**src/rtl/arm_if_pkg.sv**
```systemverilog
// Shared definitions for the FPGA-to-ARM output bus: word width, arbiter
// state encoding and source identifiers.
package arm_if_pkg;

    localparam int DW = 16;

    typedef enum logic [1:0] {
        IDLE = 2'd0,
        G_R3 = 2'd1,
        G_PP = 2'd2,
        GAP  = 2'd3
    } arb_state_e;

    localparam logic SRC_R3 = 1'b0;
    localparam logic SRC_PP = 1'b1;

endpackage

```
**src/rtl/arm_out_arbiter_rr_arb2.sv**
```systemverilog
// Two-input round-robin arbiter. rr_last remembers the previous winner so a
// tie always goes to the source that did not win last time.
module rr_arb2
    import arm_if_pkg::*;
(
    input  logic clk,
    input  logic rst_n,
    input  logic en_i,
    input  logic req_r3_i,
    input  logic req_pp_i,
    output logic gnt_valid_o,
    output logic gnt_src_o
);

    logic rr_last_q, rr_last_d;

    always_comb begin
        gnt_valid_o = en_i && (req_r3_i || req_pp_i);
        gnt_src_o   = SRC_R3;
        if (req_r3_i && req_pp_i) begin
            gnt_src_o = (rr_last_q == SRC_R3) ? SRC_PP : SRC_R3;
        end else if (req_pp_i) begin
            gnt_src_o = SRC_PP;
        end
        rr_last_d = gnt_valid_o ? gnt_src_o : rr_last_q;
    end

    // Reset to "ping-pong won last" so return3 takes the first tie.
    always_ff @(posedge clk or negedge rst_n) begin
        if (!rst_n) begin
            rr_last_q <= SRC_PP;
        end else begin
            rr_last_q <= rr_last_d;
        end
    end

endmodule

```
**src/rtl/arm_out_arbiter.sv**
```systemverilog
// Packet-atomic arbiter sharing the ARM output bus between the return3 and
// ping-pong RAM sources, with a one-word output slot, gap and stall timeout.
module arm_out_arbiter #(
    parameter int DW         = arm_if_pkg::DW,
    parameter int GAP_CYCLES = 2,
    parameter int TIMEOUT    = 255,
    parameter int CNT_W      = 16
) (
    input  logic             clk,
    input  logic             rst_n,
    input  logic [DW-1:0]    r3_data,
    input  logic             r3_valid,
    input  logic             r3_last,
    output logic             r3_ready,
    input  logic [DW-1:0]    pp_data,
    input  logic             pp_valid,
    input  logic             pp_last,
    output logic             pp_ready,
    output logic [DW-1:0]    data_to_arm,
    output logic             fpga_to_arm,
    input  logic             arm_rd_ack,
    output logic             cur_src,
    output logic [CNT_W-1:0] pkt_words,
    output logic             timeout_err
);

    import arm_if_pkg::*;

    localparam int STALL_W = (TIMEOUT > 1) ? $clog2(TIMEOUT + 1) : 1;
    localparam int GAP_W   = (GAP_CYCLES > 1) ? $clog2(GAP_CYCLES) : 1;
    localparam logic [STALL_W-1:0] STALL_END = STALL_W'((TIMEOUT > 0) ? TIMEOUT - 1 : 0);
    localparam logic [GAP_W-1:0]   GAP_END   = GAP_W'((GAP_CYCLES > 0) ? GAP_CYCLES - 1 : 0);

    arb_state_e         state_q, state_d;
    logic [DW-1:0]      data_q, data_d;
    logic               valid_q, valid_d;
    logic               src_q, src_d;
    logic [CNT_W-1:0]   words_q, words_d;
    logic               err_q, err_d;
    logic [STALL_W-1:0] stall_q, stall_d;
    logic [GAP_W-1:0]   gap_q, gap_d;

    logic          slot_free;
    logic          gnt_valid, gnt_src;
    logic          sel_valid, sel_last, xfer;
    logic [DW-1:0] sel_data;

    // The slot can take a word when empty or when the ARM drains it this cycle.
    assign slot_free = !valid_q || arm_rd_ack;
    assign r3_ready  = (state_q == G_R3) && slot_free;
    assign pp_ready  = (state_q == G_PP) && slot_free;

    rr_arb2 u_rr_arb2 (
        .clk        (clk),
        .rst_n      (rst_n),
        .en_i       (state_q == IDLE),
        .req_r3_i   (r3_valid),
        .req_pp_i   (pp_valid),
        .gnt_valid_o(gnt_valid),
        .gnt_src_o  (gnt_src)
    );

    always_comb begin
        sel_valid = (state_q == G_PP) ? pp_valid : r3_valid;
        sel_last  = (state_q == G_PP) ? pp_last  : r3_last;
        sel_data  = (state_q == G_PP) ? pp_data  : r3_data;
        xfer      = (r3_valid && r3_ready) || (pp_valid && pp_ready);
    end

    always_comb begin
        state_d = state_q;
        data_d  = data_q;
        valid_d = valid_q;
        src_d   = src_q;
        words_d = words_q;
        err_d   = err_q;
        stall_d = stall_q;
        gap_d   = gap_q;

        if (xfer) begin
            data_d  = sel_data;
            valid_d = 1'b1;
            if (words_q != '1) begin
                words_d = words_q + 1'b1;
            end
        end else if (arm_rd_ack) begin
            valid_d = 1'b0;
        end

        case (state_q)
            IDLE: begin
                if (gnt_valid) begin
                    state_d = (gnt_src == SRC_PP) ? G_PP : G_R3;
                    src_d   = gnt_src;
                    words_d = '0;
                    stall_d = '0;
                end
            end
            G_R3, G_PP: begin
                if (sel_valid) begin
                    stall_d = '0;
                    if (xfer && sel_last) begin
                        state_d = (GAP_CYCLES > 0) ? GAP : IDLE;
                        gap_d   = '0;
                    end
                end else if (stall_q == STALL_END) begin
                    // Abandon the stalled packet; a word already in the slot still drains.
                    state_d = IDLE;
                    err_d   = 1'b1;
                end else begin
                    stall_d = stall_q + 1'b1;
                end
            end
            GAP: begin
                if (gap_q == GAP_END) begin
                    state_d = IDLE;
                end else begin
                    gap_d = gap_q + 1'b1;
                end
            end
            default: state_d = IDLE;
        endcase
    end

    always_ff @(posedge clk or negedge rst_n) begin
        if (!rst_n) begin
            state_q <= IDLE;
            data_q  <= '0;
            valid_q <= 1'b0;
            src_q   <= SRC_R3;
            words_q <= '0;
            err_q   <= 1'b0;
            stall_q <= '0;
            gap_q   <= '0;
        end else begin
            state_q <= state_d;
            data_q  <= data_d;
            valid_q <= valid_d;
            src_q   <= src_d;
            words_q <= words_d;
            err_q   <= err_d;
            stall_q <= stall_d;
            gap_q   <= gap_d;
        end
    end

    assign data_to_arm = data_q;
    assign fpga_to_arm = valid_q;
    assign cur_src     = src_q;
    assign pkt_words   = words_q;
    assign timeout_err = err_q;

endmodule

```
**config.mk**
```make
export PLATFORM = sky130hd
export DESIGN_NAME = arm_out_arbiter
export DESIGN_NICKNAME = d
export VERILOG_FILES = /design/src/rtl/arm_if_pkg.sv /design/src/rtl/arm_out_arbiter_rr_arb2.sv /design/src/rtl/arm_out_arbiter.sv
export SDC_FILE = /design/constraint.sdc
export NUM_CORES = 1
export LEC_CHECK = 0
export BUFFER_PORTS_ARGS = -buffer_cell sky130_fd_sc_hd__buf_2
export CAP_MARGIN = 20
export CORE_MARGIN = 1
export CORE_UTILIZATION = 47
export CTS_CLUSTER_SIZE = 24
export DETAILED_ROUTE_END_ITERATION = 16
export PLACE_DENSITY = 0.83
export SLEW_MARGIN = 40
export SYNTH_ARGS = -nofsm -noshare
export SYNTH_HDL_FRONTEND = slang
export SYNTH_HIERARCHICAL = 1
export SYNTH_SLANG_ARGS = --single-unit
```
**constraint.sdc**
```tcl
create_clock -name clk -period 1.9 [get_ports clk]
set_input_delay 0.38 -clock clk [delete_from_list [all_inputs] [get_ports clk]]
set_output_delay 0.38 -clock clk [all_outputs]
set_load 0.02 [all_outputs]
```
==> flow_summary.json, run 1 <==
{
  "multiInputGateArea_mm2": 0.00152,
  "syn_area_mm2": 0.00267,
  "hold_class": "in2async",
  "initialDrtViolationCount": 153,
  "drive_above_1_share": 0.393,
  "via_per_inst": 5.76,
  "start_util": 0.486,
  "grtUsageMet3": 0.0612,
  "cts_hold_buf": 0,
  "ys_seq_area_frac": 0.440,
  "wire_per_inst_um": 14.8,
  "totalWireLength_um": 6630,
  "fin_tns_setup_ns": -0.0370,
  "final-max-slew-violation-count": 0,
  "rr_worst_depth": 7,
  "yosysTopAreaCell": "dfrtp_1",
  "finalPower_w": 0.00491,
  "dieHeight_um": 77.4,
  "dieWidth_um": 77.4,
  "antenna_found_initial": 0,
  "yosys-top-cells-area": "dfrtp_1 (43%), mux2i_1 (7.1%), nand2_1 (4.8%)",
  "required_ns": 2.14,
  "dr_total_vias": 2588,
  "critical_path_class": "reg2reg",
  "dr.pass1.iters": 4,
  "clkPwrFrac": 0.127,
  "synth_ff_type": "dfrtp_1",
  "n_fill_cell": 426,
  "drc": 0,
  "ff2ff_setup_slack_ns": -0.01,
  "pwr-share-seq": 0.296,
  "num_io_pins": 76,
  "hpwlAfterDp_um": 4660,
  "p_sw_frac": 0.417,
  "ant_nets": 0,
  "final_common_cell": "buf_2",
  "min_period_ns": 1.91,
  "clock_skew_ns": 0.00794,
  "yosysWarnings": 6,
  "worstPathMaxFanout": 3,
  "switchingPower_w": 0.00205,
  "worstReg2RegEnd": "stall_q[5]",
  "cap_viol_max_count": 0,
  "cts_buffer_depth": 2,
  "core_mm2": 0.00551,
  "async_flop_share": 1.00,
  "cts_tree": "done",
  "timing.final.crit_share": 1.01,
  "synth_top_area_frac": 0.431,
  "violations": "setup timing",
  "diodes": 0,
  "worst_pin_slew_ns": 0.451,
  "hold_ws_ns": 0.0398,
  "grt_pass1_wl_um": 10900,
  "insertion_delay_ns": 0.31,
  "ys_types": 53,
  "rows": 27,
  "syn_area_per_cell_um2": 9.79,
  "ctsRootBufferMaster": "clkbuf_8",
  "rsz0062_at_grt": "true",
  "numCtsBuffers": 5,
  "start_kind": "register",
  "met2_usage": 0.413,
  "combPwrFrac": 0.576,
  "first_global_vias": 2531,
  "relSlewSlack": 0.698,
  "setup.worst_path.end_class": "register",
  "grt_max_degree": 48,
  "crit_arrival_ns": 2.15,
  "ir_drop_mv": 0.675,
  "syn_nets": 319,
  "final-seq-area_mm2": 0.00118,
  "most-common-layout-cells": "buf_2 (74), dfrtp_1 (46), nand2_1 (33)",
  "cts_sinks": 47,
  "syn_inst": 273,
  "gp_congestion": 0.844,
  "worst_slack_ns": -0.0126,
  "p_per_area_mw_per_mm2": 1360,
  "grt_use_total": 0.227,
  "outcome": "complete, but fails checks",
  "htree_num_levels": 2,
  "hold_violations": 0,
  "final_util": 0.654,
  "r2r_start": "state_q[0]",
  "finalSetupViolations": 3,
  "grtUsageMet1": 0.257,
  "max_freq_ghz": 0.523,
  "synth_edf_count": 0,
  "numPortBuffers": 75,
  "leakagePower_nw": 1.66,
  "areaGrowthSynthToFinish_pct": 34.6,
  "clkTransAtPathRegs_ns": 0.09,
  "grt.busiest_layer": "met2",
  "ys_ff_latch": 47,
  "dieArea_mm2": 0.00599,
  "fin_nets": 422,
  "gr-total-overflow": 0,
  "intPower_w": 0.00286
}
cell usage after synthesis, types with 3 or more instances:
cell type  number
or4_1          10
a21oi_1        20
o21ai_0        21
nand4_1         6
nand3_1        11
ha_1            7
o31ai_1        10
a22o_1          3
mux2i_1        19
or4b_1          3
inv_1           7
or3_1           6
nand4_2         3
nor2_1          9
dfrtp_1        46
clkbuf_1        6
nand2_1        34
o21ai_1         3
and2_1          4
power groups by stage:
| stage | clock, W | combinational [W] | sequential (W) |
|---|---|---|---|
| 4_1_cts | 0.000634 | 0.00248 | 0.00145 |
| 6_report | 0.000624 | 0.00283 | 0.00145 |
| 3_3_place_gp | 0 | 0.00231 | 0.00145 |
| 5_1_grt | 0.000682 | 0.00307 | 0.00149 |
| 3_5_place_dp | 0 | 0.00239 | 0.00146 |
| 2_1_floorplan | 0 | 0.00119 | 0.00173 |
area by class of cell:
| cell class | count | share of cell area |
|---|---|---|
| timing repair buffer | 108 | 0.192 |
| multi-input combinational | 206 | 0.421 |
| clock inverter | 3 | 0.00695 |
| sequential | 47 | 0.327 |
| inverter | 8 | 0.00834 |
| tap | 72 | 0.0250 |
| clock buffer | 5 | 0.0191 |
worst max-delay path, cell delays in order (launching register included):
cell and delay [ns]:
dfrtp_1 0.41, inv_2 0.11, ha_4 0.16, mux2_4 0.32, or2_4 0.27, buf_4 0.14, nor3_1 0.24, a22o_1 0.20
what timing repair did:
action,in CTS,in global routing
pin swaps,1,7
setup endpoints to repair,25,40
setup buffers,6,3
gates resized for setup,6,23
cells by family (layout without fill, tap and decap cells):
kind of cell    after synthesis  in the layout  share of synthesized area
buf+inv                      20            124                     0.0374
mux                          24             24                     0.0945
simple gates                102            102                      0.224
fa+ha+maj                     7              7                     0.0328
flops                        47             47                      0.440
compound gates               73             73                      0.171
per-stage QoR:
stage / std cells / setup slack [ns] / area (um2)
after global routing: 449 / -0.0866 / 3600
after detailed placement: 432 / -0.0675 / 3290
after floorplan: 273 / 0.00500 / 2680
final: 449 / -0.0126 / 3600
after global placement: 432 / 0.0302 / 3290
after CTS: 446 / -0.0211 / 3450
how the worst max path moves through the flow:
stage                     startpoint         end  slack [ns]  cells after the start
after detailed placement  state_q[0]  stall_q[6]       -0.07                      7
after CTS                 state_q[1]  stall_q[3]       -0.02                      8
after floorplan           state_q[0]  state_q[1]       0.005                      6
final                     state_q[0]  stall_q[5]       -0.01                      7
after global placement    state_q[0]  stall_q[6]        0.03                      7
after global routing      state_q[0]  stall_q[3]       -0.09                      8
metal layers:
metal | vias up | routed length, um
met2 | 92 | 3470
met5 | - | 0
li1 | 1230 | -
met1 | 1245 | 2680
met4 | 0 | 172
met3 | 21 | 310
state kept, by name, summed over array words and instances, names as in the netlist:
signal               flops
timeout_err              1
fpga_to_arm              1
cur_src                  1
stall_q                  8
pkt_words               16
state_q                  2
u_rr_arb2/rr_last_q      1
gap_q                    1
data_to_arm             16
No activity file was read; power rests on OpenSTA's default activity.
==> run 2, diff against run 1 <==
ABC_AREA = 1   (was default)
CORE_UTILIZATION = 48   (was 47)
PLACE_DENSITY = 0.84   (was 0.83)
==> run 2 against run 1 <==
  * The run now ends clean
  * Highest routed layer unchanged
  * Sequential share of layout area is 1.2 points higher
  * Critical path depth is 1 higher
  * Wire length about the same
  * Clock-buffer cell count is 1 higher
  * Setup slack better by 0.11 ns
  * First-iteration DRC count fell by 14%
  * Utilization down 3.7 points
  * Clock power rose by 40%
  * Hold slack worse by 0.031 ns
  * Synthesized cell count increased by 40%
  * Largest cell class unchanged
  * Die area is 4.8% higher
  * Global-route usage down 0.15 points
==> flow_summary.json, run 2 <==
{
  "crit_path_frequent_cell": "nand2_1",
  "r2r_start": "pkt_words[0]",
  "final_cells": 534,
  "startpoint": "pkt_words[0]",
  "synth_edf_count": 0,
  "htree_num_levels": 2,
  "ys_types": 32,
  "ys_ff_latch": 47,
  "syn_inst": 381,
  "via_per_inst": 5.16,
  "ff2ff_setup_slack_ns": 0.09,
  "ctsRootBufferMaster": "clkbuf_8",
  "syn_area_mm2": 0.00286,
  "max_stage_delay_ns": 0.42,
  "wire_per_inst_um": 12.4,
  "crit_arrival_ns": 2.04,
  "syn_area_per_cell_um2": 7.52,
  "rows": 27,
  "dr.pass1.iters": 4,
  "rsz0062_at_grt": "true",
  "syn_nets": 427,
  "worst_pin_slew_ns": 0.463,
  "place_inst": 523,
  "finalSetupViolations": 0,
  "hold_violations": 0,
  "start_util": 0.508,
  "totalWireLength_um": 6630,
  "outcome": "finished, final reports clean",
  "worstReg2RegEnd": "pkt_words[10]",
  "fin_tns_setup_ns": 0,
  "gr-total-overflow": 0,
  "grt_use_total": 0.226,
  "fin_nets": 507,
  "clkPwrFrac": 0.189,
  "intPower_w": 0.00258,
  "slowest_stage": "dfrtp_1",
  "clock_skew_ns": 0.00901,
  "initialDrtViolationCount": 132,
  "n_fill_cell": 493,
  "first_global_vias": 2544,
  "worst_slack_ns": 0.0934,
  "gp_congestion": 0.859,
  "most-common-layout-cells": "nand2_1 (118), buf_2 (75), dfrtp_1 (46)",
  "worstPathMaxFanout": 16,
  "core_mm2": 0.00564,
  "relSlewSlack": 0.692,
  "required_ns": 2.13,
  "switchingPower_w": 0.00205,
  "yosys-top-cells-area": "dfrtp_1 (40%), nand2_1 (15%), nor2_1 (5.6%)",
  "ys_seq_area_frac": 0.411,
  "final_area_mm2": 0.00348,
  "p_per_area_mw_per_mm2": 1330,
  "dieHeight_um": 79.2,
  "path_cells": "ha_1 -> nand2_1 -> nor2_4 -> nand4_4 -> buf_4 -> nand3_2 -> nand2_1 -> nor2_1",
  "rr_worst_depth": 8,
  "synth_most_common_cell": "nand2_1",
  "cts_sinks": 47,
  "hold_class": "in2async",
  "num_io_pins": 76,
  "setup.worst_path.end_class": "register",
  "yosysTopAreaCell": "dfrtp_1",
  "cap_viol_max_count": 0,
  "clkTransAtPathRegs_ns": 0.09,
  "cts_buffer_depth": 2,
  "final_common_cell": "nand2_1",
  "cts_tree": "done",
  "synthTopCellsByCount": "nand2_1 (118), dfrtp_1 (46), nor2_1 (43)",
  "endpoint": "pkt_words[10]",
  "timing.final.crit_share": 0.951,
  "critical_path_class": "reg2reg",
  "dieArea_mm2": 0.00628,
  "final-max-slew-violation-count": 0,
  "diodes": 0,
  "pwr-share-seq": 0.322,
  "place_area_mm2": 0.00331,
  "async_flop_share": 1.00,
  "p_sw_frac": 0.442,
  "numPortBuffers": 75,
  "start_kind": "register",
  "combPwrFrac": 0.490,
  "drive_above_1_share": 0.275,
  "yosysWarnings": 6,
  "synth_top_area_frac": 0.402,
  "dr_total_vias": 2755,
  "ant_nets": 0,
  "min_period_ns": 1.81,
  "areaGrowthSynthToFinish_pct": 21.4,
  "grt_pass1_wl_um": 11200,
  "hpwlAfterDp_um": 4940,
  "numCtsBuffers": 5,
  "place_ws_ns": 0.0989,
  "ir_drop_mv": 0.808,
  "dieWidth_um": 79.2,
  "antenna_found_initial": 0,
  "max_freq_ghz": 0.554,
  "insertion_delay_ns": 0.31,
  "synth_ff_type": "dfrtp_1",
  "grt_max_degree": 31,
  "leakagePower_nw": 1.78,
  "drc": 0
}
[run 2: changes by cell type in the layout (fill, tap and decap cells not counted), moves of 9 or more]
cell     change
mux2i_1     -18
buf_4       -21
a21oi_1     -15
inv_1       +32
or4_1        -9
nor2_4       +9
nand2_1     +85
nor2_1      +34
a31oi_1     +15
nand3_1     +11
[run 2: through the flow]
stage / hold WS, ns / total power [W] / utilization
after global placement: 0.355 / 0.00364 / 0.586
after floorplan: 0.0844 / 0.00313 / -
after CTS: 0.0252 / 0.00461 / 0.610
after global routing: 0.0230 / 0.00497 / 0.616
after detailed placement: 0.361 / 0.00373 / 0.586
final: 0.00916 / 0.00463 / 0.616
[run 2: what timing repair did]
| action | in CTS | in global routing |
|---|---|---|
| hold buffers | 0 | 0 |
| setup buffers | 0 | 3 |
| hold endpoints to repair | 0 | 0 |
| resized for setup | 0 | 5 |
| endpoints found under the setup margin | 0 | 30 |
[run 2: cell families (layout without fill, tap and decap cells)]
kind of cell,count (synthesis),in the layout,share of synthesized area
compound gates,43,43,0.0852
simple gates,226,226,0.374
buf+inv,54,135,0.0865
flops,47,47,0.411
fa+ha+maj,7,7,0.0306
xor+xnor,4,4,0.0122
[run 2: per-layer routing]
metal | vias to the layer above | part of all wire | global-route usage
met5 | - | 0 | 0
met4 | 0 | 0.013 | 0.0782
met3 | 8 | 0.044 | 0.0448
met2 | 83 | 0.50 | 0.390
met1 | 1293 | 0.45 | 0.280
li1 | 1371 | - | -
[run 2: layout make-up]
type | count | area (um2) | share of cell area
clock buffers | 6 | 72.6 | 0.0209
clock inverters | 2 | 60.1 | 0.0173
inverters | 42 | 165 | 0.0475
multi-input cells | 280 | 1440 | 0.415
flip-flops and latches | 47 | 1180 | 0.339
well taps | 72 | 90.1 | 0.0259
repair buffers | 85 | 470 | 0.135
[run 2: power by group through the flow]
| stage | clock network [W] | logic [W] | registers (W) |
|---|---|---|---|
| after CTS | 0.000891 | 0.00223 | 0.00149 |
| after floorplan | 0 | 0.00137 | 0.00176 |
| after global placement | 0 | 0.00215 | 0.00149 |
| final | 0.000873 | 0.00227 | 0.00149 |
| after detailed placement | 0 | 0.00223 | 0.00150 |
| after global routing | 0.000940 | 0.00251 | 0.00152 |
[run 2: worst max-delay path, delay by kind of cell, from the launching register on]
family,cells,cell delay [ns]
and+or+nand+nor,6,0.85
DFF,1,0.42
buffers and inverters,1,0.25
adders and majority gates,1,0.22
[run 2: worst min-delay path by stage]
stage	startpoint	end	slack, ns	cells after the start
floorplan	rst_n	cur_src	0.08	0
global placement	rst_n	pkt_words[0]	0.35	1
detailed placement	rst_n	pkt_words[3]	0.36	1
CTS	rst_n	pkt_words[5]	0.03	1
global route	rst_n	pkt_words[3]	0.02	1
finish	rst_n	pkt_words[3]	0.009	1
